==> config.mk <==
export PLATFORM = sky130hd
export DESIGN_NAME = multicycle_alu
export DESIGN_NICKNAME = d
export VERILOG_FILES = /design/src/rtl/multicycle_alu.sv
export SDC_FILE = /design/constraint.sdc
export NUM_CORES = 1
export LEC_CHECK = 0
export ABC_AREA = 1
export CAP_MARGIN = 20
export CELL_PAD_IN_SITES_DETAIL_PLACEMENT = 0
export CELL_PAD_IN_SITES_GLOBAL_PLACEMENT = 1
export CORE_MARGIN = 2
export CORE_UTILIZATION = 48
export DETAILED_ROUTE_END_ITERATION = 16
export PLACE_DENSITY = 0.95
export REMOVE_ABC_BUFFERS = 1
export SETUP_SLACK_MARGIN = 0.15
export SLEW_MARGIN = 20
export SYNTH_ARGS = -nofsm -noshare
export SYNTH_HDL_FRONTEND = slang
export SYNTH_SLANG_ARGS = --single-unit
==> constraint.sdc <==
create_clock -name clkInput -period 11.5 [get_ports clkInput]
set_input_delay 3.45 -clock clkInput [delete_from_list [all_inputs] [get_ports clkInput]]
set_output_delay 3.45 -clock clkInput [all_outputs]
set_load 0.005 [all_outputs]
==> src/rtl/multicycle_alu.sv <==
// rtl/multicycle_alu.sv - handshaked multicycle ALU with iterative restoring divider
module multicycle_alu #(
    parameter int DATA_W = 16,
    parameter int PC_W   = 8
) (
    input  logic              clkInput,
    input  logic              rstNInput,
    input  logic              StartInput,
    input  logic [4:0]        OperandInput,
    input  logic [2:0]        OutputSelectorInput,
    input  logic              ConditionFlagReadInput,
    input  logic [DATA_W-1:0] AccumulatorReadInput,
    input  logic [DATA_W-1:0] DataReadInput,
    output logic              BusyOutput,
    output logic              DoneOutput,
    output logic              ConditionFlagWriteOutput,
    output logic              EndFlagWriteOutput,
    output logic              DivideByZeroOutput,
    output logic [PC_W-1:0]   ProgramCounterOutput,
    output logic              ProgramCounterWriteOutput,
    output logic [DATA_W-1:0] AccumulatorWriteOutput,
    output logic              AccumulatorWriteEnableOutput,
    output logic [DATA_W-1:0] DataWriteOutput,
    output logic              DataWriteEnableOutput,
    output logic [DATA_W-1:0] OutputBinaryOutput,
    output logic              OutputBinaryWriteOutput
);

    localparam logic [4:0] OpNop   = 5'b00000;
    localparam logic [4:0] OpPrint = 5'b00001;
    localparam logic [4:0] OpLoad  = 5'b00010;
    localparam logic [4:0] OpStore = 5'b00011;
    localparam logic [4:0] OpEop   = 5'b00100;
    localparam logic [4:0] OpLt    = 5'b01000;
    localparam logic [4:0] OpGt    = 5'b01001;
    localparam logic [4:0] OpJump  = 5'b01100;
    localparam logic [4:0] OpBeq   = 5'b01101;
    localparam logic [4:0] OpBne   = 5'b01110;
    localparam logic [4:0] OpAdd   = 5'b10000;
    localparam logic [4:0] OpSub   = 5'b10001;
    localparam logic [4:0] OpMul   = 5'b10010;
    localparam logic [4:0] OpDiv   = 5'b10011;
    localparam logic [4:0] OpMod   = 5'b10100;
    localparam logic [4:0] OpNot   = 5'b10101;
    localparam logic [4:0] OpOr    = 5'b10110;
    localparam logic [4:0] OpAnd   = 5'b10111;

    localparam int            CNT_W    = $clog2(DATA_W);
    localparam logic [CNT_W-1:0] DivLast = CNT_W'(DATA_W - 1);

    typedef enum logic [1:0] {
        StIdle   = 2'd0,
        StCalc   = 2'd1,
        StDivide = 2'd2,
        StWrite  = 2'd3
    } aluStateT;

    aluStateT          stateReg;
    aluStateT          stateNext;

    logic [4:0]        opReg;
    logic [2:0]        selReg;
    logic [DATA_W-1:0] aReg;
    logic [DATA_W-1:0] bReg;
    logic              flagLatch;
    logic [DATA_W-1:0] resultReg;
    logic [DATA_W-1:0] calcResult;

    logic [DATA_W:0]   remReg;
    logic [DATA_W-1:0] quoReg;
    logic [CNT_W-1:0]  divCount;
    logic [DATA_W:0]   remShifted;
    logic [DATA_W:0]   remTrial;
    logic [DATA_W:0]   remNext;
    logic [DATA_W-1:0] quoNext;

    logic              startAccept;
    logic              isDivOp;
    logic              bIsZero;
    logic              branchBlocked;

    assign startAccept   = (stateReg == StIdle) && StartInput;
    assign isDivOp       = (opReg == OpDiv) || (opReg == OpMod);
    assign bIsZero       = (bReg == '0);
    assign branchBlocked = ((opReg == OpBeq) && !flagLatch) || ((opReg == OpBne) && flagLatch);
    assign BusyOutput    = (stateReg != StIdle);

    // State register
    always_ff @(posedge clkInput or negedge rstNInput) begin
        if (!rstNInput) begin
            stateReg <= StIdle;
        end else begin
            stateReg <= stateNext;
        end
    end

    // Next-state sequencing: divide path only when a nonzero divisor needs iterating
    always_comb begin
        stateNext = stateReg;
        case (stateReg)
            StIdle:   if (StartInput) stateNext = StCalc;
            StCalc:   stateNext = (isDivOp && !bIsZero) ? StDivide : StWrite;
            StDivide: if (divCount == DivLast) stateNext = StWrite;
            StWrite:  stateNext = StIdle;
            default:  stateNext = StIdle;
        endcase
    end

    // Single-cycle result; divide-by-zero results are the final values
    always_comb begin
        calcResult = '0;
        case (opReg)
            OpPrint, OpStore, OpJump, OpBeq, OpBne: calcResult = bReg;
            OpLoad:  calcResult = aReg;
            OpAdd:   calcResult = aReg + bReg;
            OpSub:   calcResult = aReg - bReg;
            OpMul:   calcResult = aReg * bReg;
            OpDiv:   calcResult = '1;
            OpMod:   calcResult = aReg;
            OpNot:   calcResult = ~aReg;
            OpOr:    calcResult = aReg | bReg;
            OpAnd:   calcResult = aReg & bReg;
            default: calcResult = '0;
        endcase
    end

    // One restoring-divider step: shift in the next dividend bit and try to subtract
    always_comb begin
        remShifted = {remReg[DATA_W-1:0], quoReg[DATA_W-1]};
        remTrial   = remShifted - {1'b0, bReg};
        if (!remTrial[DATA_W]) begin
            remNext = remTrial;
            quoNext = {quoReg[DATA_W-2:0], 1'b1};
        end else begin
            remNext = remShifted;
            quoNext = {quoReg[DATA_W-2:0], 1'b0};
        end
    end

    // Operand latch, flags and result register
    always_ff @(posedge clkInput or negedge rstNInput) begin
        if (!rstNInput) begin
            opReg                    <= OpNop;
            selReg                   <= '0;
            aReg                     <= '0;
            bReg                     <= '0;
            flagLatch                <= 1'b0;
            resultReg                <= '0;
            ConditionFlagWriteOutput <= 1'b0;
            EndFlagWriteOutput       <= 1'b0;
            DivideByZeroOutput       <= 1'b0;
        end else if (startAccept) begin
            opReg              <= OperandInput;
            selReg             <= OutputSelectorInput;
            aReg               <= AccumulatorReadInput;
            bReg               <= DataReadInput;
            flagLatch          <= ConditionFlagReadInput;
            DivideByZeroOutput <= 1'b0;
        end else if (stateReg == StCalc) begin
            resultReg <= calcResult;
            if (opReg == OpLt) ConditionFlagWriteOutput <= ($signed(aReg) < $signed(bReg));
            if (opReg == OpGt) ConditionFlagWriteOutput <= ($signed(aReg) > $signed(bReg));
            if (opReg == OpEop) EndFlagWriteOutput <= 1'b1;
            if (isDivOp && bIsZero) DivideByZeroOutput <= 1'b1;
        end else if (stateReg == StDivide) begin
            resultReg <= (opReg == OpDiv) ? quoNext : remNext[DATA_W-1:0];
        end
    end

    // Divider registers: seeded in CALC, one quotient bit per DIVIDE cycle
    always_ff @(posedge clkInput or negedge rstNInput) begin
        if (!rstNInput) begin
            remReg   <= '0;
            quoReg   <= '0;
            divCount <= '0;
        end else if (stateReg == StCalc) begin
            remReg   <= '0;
            quoReg   <= aReg;
            divCount <= '0;
        end else if (stateReg == StDivide) begin
            remReg   <= remNext;
            quoReg   <= quoNext;
            divCount <= divCount + 1'b1;
        end
    end

    // Destination write-back with single-cycle strobes and Done
    always_ff @(posedge clkInput or negedge rstNInput) begin
        if (!rstNInput) begin
            DoneOutput                   <= 1'b0;
            ProgramCounterOutput         <= '0;
            ProgramCounterWriteOutput    <= 1'b0;
            AccumulatorWriteOutput       <= '0;
            AccumulatorWriteEnableOutput <= 1'b0;
            DataWriteOutput              <= '0;
            DataWriteEnableOutput        <= 1'b0;
            OutputBinaryOutput           <= '0;
            OutputBinaryWriteOutput      <= 1'b0;
        end else begin
            DoneOutput                   <= 1'b0;
            ProgramCounterWriteOutput    <= 1'b0;
            AccumulatorWriteEnableOutput <= 1'b0;
            DataWriteEnableOutput        <= 1'b0;
            OutputBinaryWriteOutput      <= 1'b0;
            if (stateReg == StWrite) begin
                DoneOutput <= 1'b1;
                if (!branchBlocked) begin
                    case (selReg)
                        3'b001: begin
                            AccumulatorWriteOutput       <= resultReg;
                            AccumulatorWriteEnableOutput <= 1'b1;
                        end
                        3'b010: begin
                            ProgramCounterOutput      <= resultReg[PC_W-1:0];
                            ProgramCounterWriteOutput <= 1'b1;
                        end
                        3'b011: begin
                            DataWriteOutput       <= resultReg;
                            DataWriteEnableOutput <= 1'b1;
                        end
                        3'b100: begin
                            OutputBinaryOutput      <= resultReg;
                            OutputBinaryWriteOutput <= 1'b1;
                        end
                        default: ;
                    endcase
                end
            end
        end
    end

endmodule
======== Word level (Yosys, flattened, before mapping) ========
Cells that the tools add are included.
storage, ports and cells
  register bits after elaboration ......... 159
  input port bits ......................... 44
  output and inout port bits .............. 65
  word-level logic and storage cells ...... 122
cells by class
  add/sub/neg operators ................... 4
  multiply operators ...................... 1
  magnitude comparators ................... 2
  eq/ne operators ......................... 27
  multiplexer cells ....................... 34
  bitwise logic cells ..................... 5
  reduce and logical (&&, ||, !) cells .... 27
operators with widths
  cell                                           number
  case mux 16 bit (9 select lines)               1
  2-to-1 mux 16 bit                              8
  == test 5 bit, second input constant           8
  == test 5 x 4 -> 1 bit, second input constant  5
  2-to-1 mux 1 bit                               20
  AND reduction 3 bit                            6
  subtractor 17 x 16 -> 17 bit                   1
  adder 16 bit                                   1
  AND 16 bit                                     1
  > comparator 16 bit                            1
  logical NOT 16 bit                             1
  < comparator 16 bit                            1
  multiplier 16 x 16 -> 16 bit                   1
  NOT 16 bit                                     1
  bitwise OR 16 bit                              1
  subtractor 16 bit                              1
  == test 5 x 2 -> 1 bit, second input constant  2
  nonzero test 2 bit                             5
  2-to-1 mux 4 bit                               2
  case mux 2 bit (4 select lines)                1
  == test 3 x 2 -> 1 bit, second input constant  2
  AND reduction 2 bit                            3
  == test 5 x 1 -> 1 bit, second input constant  1
  == test 5 x 3 -> 1 bit, second input constant  1
  15 further kinds                               25

======== Logic depth before layout (Yosys ltp) ========
  word-level depth ........................ 6
  depth in mapped cells ................... 35

======== Worst setup path after synthesis ========
No wires, ideal clock.
  kind .................................... register to register
  start point ............................. register bReg[1]
  end point ............................... register resultReg[15]
  library setup time ...................... 117 ps
  arrival time ............................ 5492 ps
  data required time ...................... 11383 ps
  setup slack ............................. 5891 ps
  cell stages (with the launch flop) ...... 30
  cell sequence ........................... dfrtp_1 -> buf_2 -> buf_1 -> nand2_1 -> fa_1 -> fa_1 -> fa_1 -> fa_1 -> inv_1 -> fa_1 -> inv_1 -> fa_1 -> inv_1 -> ha_1 -> nand2_1 -> inv_1 -> a21boi_0 -> nand3_1 -> nand2_1 -> nand2_1 -> nand2_1 -> nand2_1 -> inv_1 -> nand3_1 -> nand3_1 -> nand4_1 -> nand2_1 -> nand2_1 -> nand2_1 -> nand2_1
on the way
  longest elaborated chain between the ends .. 5
  elaborated cells between the ends (all ways) .. 9
  those cells by class .................... add/sub (3); mul (1); mux (5)
ends and longest elaborated chain
  element                                                                               RTL line  text
  start: declaration                                                                    64        logic [DATA_W-1:0] bReg;
  start signal: assignment                                                              156       bReg <= DataReadInput;
  parallel branches: the longest is 4 deep, another holds multiplier 16 x 16 -> 16 bit  n/a
  2-to-1 mux 16 bit *                                                                   159       end else if (stateReg == StCalc) begin
  end signal: assignment                                                                160       resultReg <= calcResult;
  end signal: assignment                                                                166       resultReg <= (opReg == OpDiv) ? quoNext : remNext[DATA_W-1:0];
  end: declaration                                                                      66        logic [DATA_W-1:0] resultReg;
Mark *: on every way between the ends. The select of a mux whose other input is x is not followed.
A chain may end at the register's enable or synchronous reset.

======== Worst setup path after layout ========
  start point ............................. register bReg[2]
  end point ............................... register resultReg[15]
The elaborated chain is that of the path after synthesis.

==> results.yml <==
drt:
  drt-total-wl_um: 43300
  post_drt_wl_per_cell_um: 18.1
  vias: 13200
  via_per_inst: 5.49
  dr.pass1.iters: 6
  drc: 0
  drt_iter0_markers: 1147
  ant_nets: 0
floorplanning:
  die_x_um: 176
  coreArea_um2: 29500
  io_pins: 109
  start_util: 0.484
  fp.dieH_um: 176
  std_cell_rows: 63
  die-area_um2: 31100
global_route:
  overflow: 0
  grt_pass1_vias: 12700
  antenna_found_initial: 0
  grt.total_usage: 0.288
  grt_max_degree: 103
  grt_first_pass_wirelength_um: 69600
finish:
  areaGrowthSynthToFinish_pct: 13.0
  fillers: 2878
  multi_input_area_um2: 8580
  final_nets: 2243
  layout-drive-gt1-share: 0.0408
  layoutNonFillerInstCount: 2399
  utilization: 0.547
  seq_area_um2: 3980
  antenna_cells: 0
cts:
  cts_max_level: 4
  cts_resized: 0
  tritoncts: "built"
  clkLatencyLatePin_ns: 0.45
  cts_buffers: 17
  cts_sinks: 159
  clk_pin_slew_ns: 0.07
  postCtsHoldBufs: 0
  clock_path_buffers: 2
  root_buffer: "clkbuf_16"
  postCtsSetupRepairBufs: 0
timing:
  skew_ns: 0.0148
  max_freq_mhz: 163
  period_needed_ns: 6.13
  worst_pin_slew_ns: 1.05
  finalHoldViolations: 0
  drv_slew: 0
  finalCritPeriodShare: 0.533
  maxSlewHeadroom: 0.301
  grt_setup_unrepaired: "no"
  fin_tns_setup_ns: 0
  finalSetupViolCount: 0
critical_path:
  reg2regPathDepth: 27
  reg2reg_to: "resultReg[15]"
  path_max_fanout: 17
  reg2reg_slack_ns: 5.37
  required_ns: 11.84
  startpoint_type: "register"
  arrival_ns: 6.47
  critical_path.endpoint_type: "register"
  path_class: "reg -> reg"
  r2r_start: "bReg[2]"
synthesis:
  async_reset_ff_frac: 1.00
  synth_enable_flop_cells: 0
  synthDistinctLibCells: 50
  synth.largest_area_cell: "dfrtp_1"
  synthTopCellsByArea: "dfrtp_1 28%, nand2_1 13%, fa_1 11%"
  synth_top_area_frac: 0.279
  syn_area_um2: 14300
  synth-seq-area-share: 0.279
  ys_ff_latch: 159
  yosys_warnings: 0
  netlist_instances: 1941
  ys.flop_type: "dfrtp_1"
  avgSynthCellArea_um2: 7.36
job:
  maxCapViolCount: 0
status:
  outcome: "finished, final reports clean"
placed_design:
  dpl.cell_count: 2367
  portBuffers: 108
  place_congestion: 0.954
  hpwl_um: 32400
hold_path:
  hold_end: "AccumulatorWriteEnableOutput"
  min_from: "selReg[1]"
  holdCritPathClass: "reg -> reg"
  min_path_cells: 1
## per-layer routing
metal,vias to the layer above,wire [µm],GRT usage
li1,6287,-,-
met1,6357,19700,0.407
met2,460,19800,0.463
met3,56,2780,0.0405
met4,0,981,0.0785
met5,-,0,0
## worst max path at each step
| stage | startpoint | endpoint | slack, ns | cells after the start |
|---|---|---|---|---|
| finish | bReg[2] | resultReg[15] | 5.37 | 27 |
| CTS | bReg[2] | resultReg[15] | 5.44 | 27 |
| floorplan | bReg[1] | resultReg[15] | 6.06 | 27 |
| global placement | bReg[2] | resultReg[15] | 5.57 | 27 |
| global route | aReg[5] | resultReg[15] | 4.92 | 30 |
| detailed placement | bReg[2] | resultReg[15] | 5.43 | 27 |
## synthesized netlist by cell type, types with 7 or more instances
cell type	instances
o22ai_1	11
o221ai_1	9
o21ai_0	167
nand3_1	90
a21oi_1	103
inv_2	17
dfrtp_1	159
a22oi_1	8
nor4_1	11
xnor2_1	8
or2_2	7
nor2_1	63
nand4_1	13
xor2_1	12
ha_1	121
nor3_1	14
o21ai_1	18
clkbuf_1	45
nand2_1	507
fa_1	82
o211ai_1	31
buf_2	29
inv_1	347
## critical path, stage by stage (launching register included)
cell and delay [ns]:
dfrtp_1 0.85, nand2_1 0.19, fa_1 0.54, fa_1 0.58
fa_1 0.45, fa_1 0.54, inv_1 0.05, fa_1 0.47
inv_1 0.05, fa_1 0.48, inv_1 0.05, ha_1 0.34
nand2_1 0.12, inv_1 0.04, a21boi_0 0.23, nand3_1 0.12
nand2_1 0.08, nand2_1 0.06, nand2_1 0.06, nand2_1 0.11
inv_1 0.09, nand3_1 0.07, nand3_1 0.10, nand4_1 0.11
nand2_1 0.09, nand2_1 0.06, nand2_1 0.06, nand2_1 0.05
## stage by stage
stage | setup slack, ns | cell area, µm² | hold WS, ns
after detailed placement | 5.43 | 15600 | 0.455
after global placement | 5.57 | 15600 | 0.438
after global routing | 4.92 | 16100 | 0.471
after floorplan | 6.06 | 13900 | 0.432
after CTS | 5.44 | 16100 | 0.463
final | 5.37 | 16100 | 0.462
## state kept, by name (all words and copies together), names as in the netlist
name and cells:
DoneOutput 1, AccumulatorWriteEnableOutput 1, DataWriteEnableOutput 1, ProgramCounterWriteOutput 1, OutputBinaryWriteOutput 1, selReg 3, aReg 16, EndFlagWriteOutput 1
quoReg 16, resultReg 16, DataWriteOutput 16, stateReg 2, DivideByZeroOutput 1, bReg 16, ConditionFlagWriteOutput 1, flagLatch 1
opReg 5, remReg 16, ProgramCounterOutput 8, OutputBinaryOutput 16, AccumulatorWriteOutput 16, divCount 4
## placed cells by master, fill, tap and decap left out, types with 4 or more instances in the layout
cell type and count:
nand4_1 13, inv_6 6, a21o_1 4, xnor2_1 8, o21bai_1 5, nand3_1 90
nor2_2 5, or2_2 7, clkbuf_16 17, a211oi_1 6, inv_1 347, o21ai_1 18
o2111ai_1 5, xor2_1 12, nand2_1 507, dfrtp_1 159, nor4_1 11, o22ai_1 11
nor3_1 14, o211ai_1 31, nor2_1 63, or2_1 5, o21ai_0 167, a21oi_1 103
inv_2 17, buf_4 8, fa_1 82, clkdlybuf4s50_1 107, o221ai_1 9, ha_1 121
a22oi_1 8
## area by class of cell
type / count / area share
Clock buffer: 18 / 0.0272
Clock inverter: 14 / 0.00876
Inverter: 364 / 0.0847
Multi-Input combinational cell: 1338 / 0.532
Sequential cell: 159 / 0.247
Tap cell: 390 / 0.0302
Timing Repair Buffer: 116 / 0.0708
## kinds of logic after synthesis
logic type | synth area share
xor+xnor | 0.0123
flops | 0.279
mux | 0.000701
compound gates | 0.152
simple gates | 0.215
fa+ha+maj | 0.221
buf+inv | 0.121
Power is left out: the tool's default activity adds up to more than one toggle a clock period on the data nets, which glitch-free logic cannot reach.
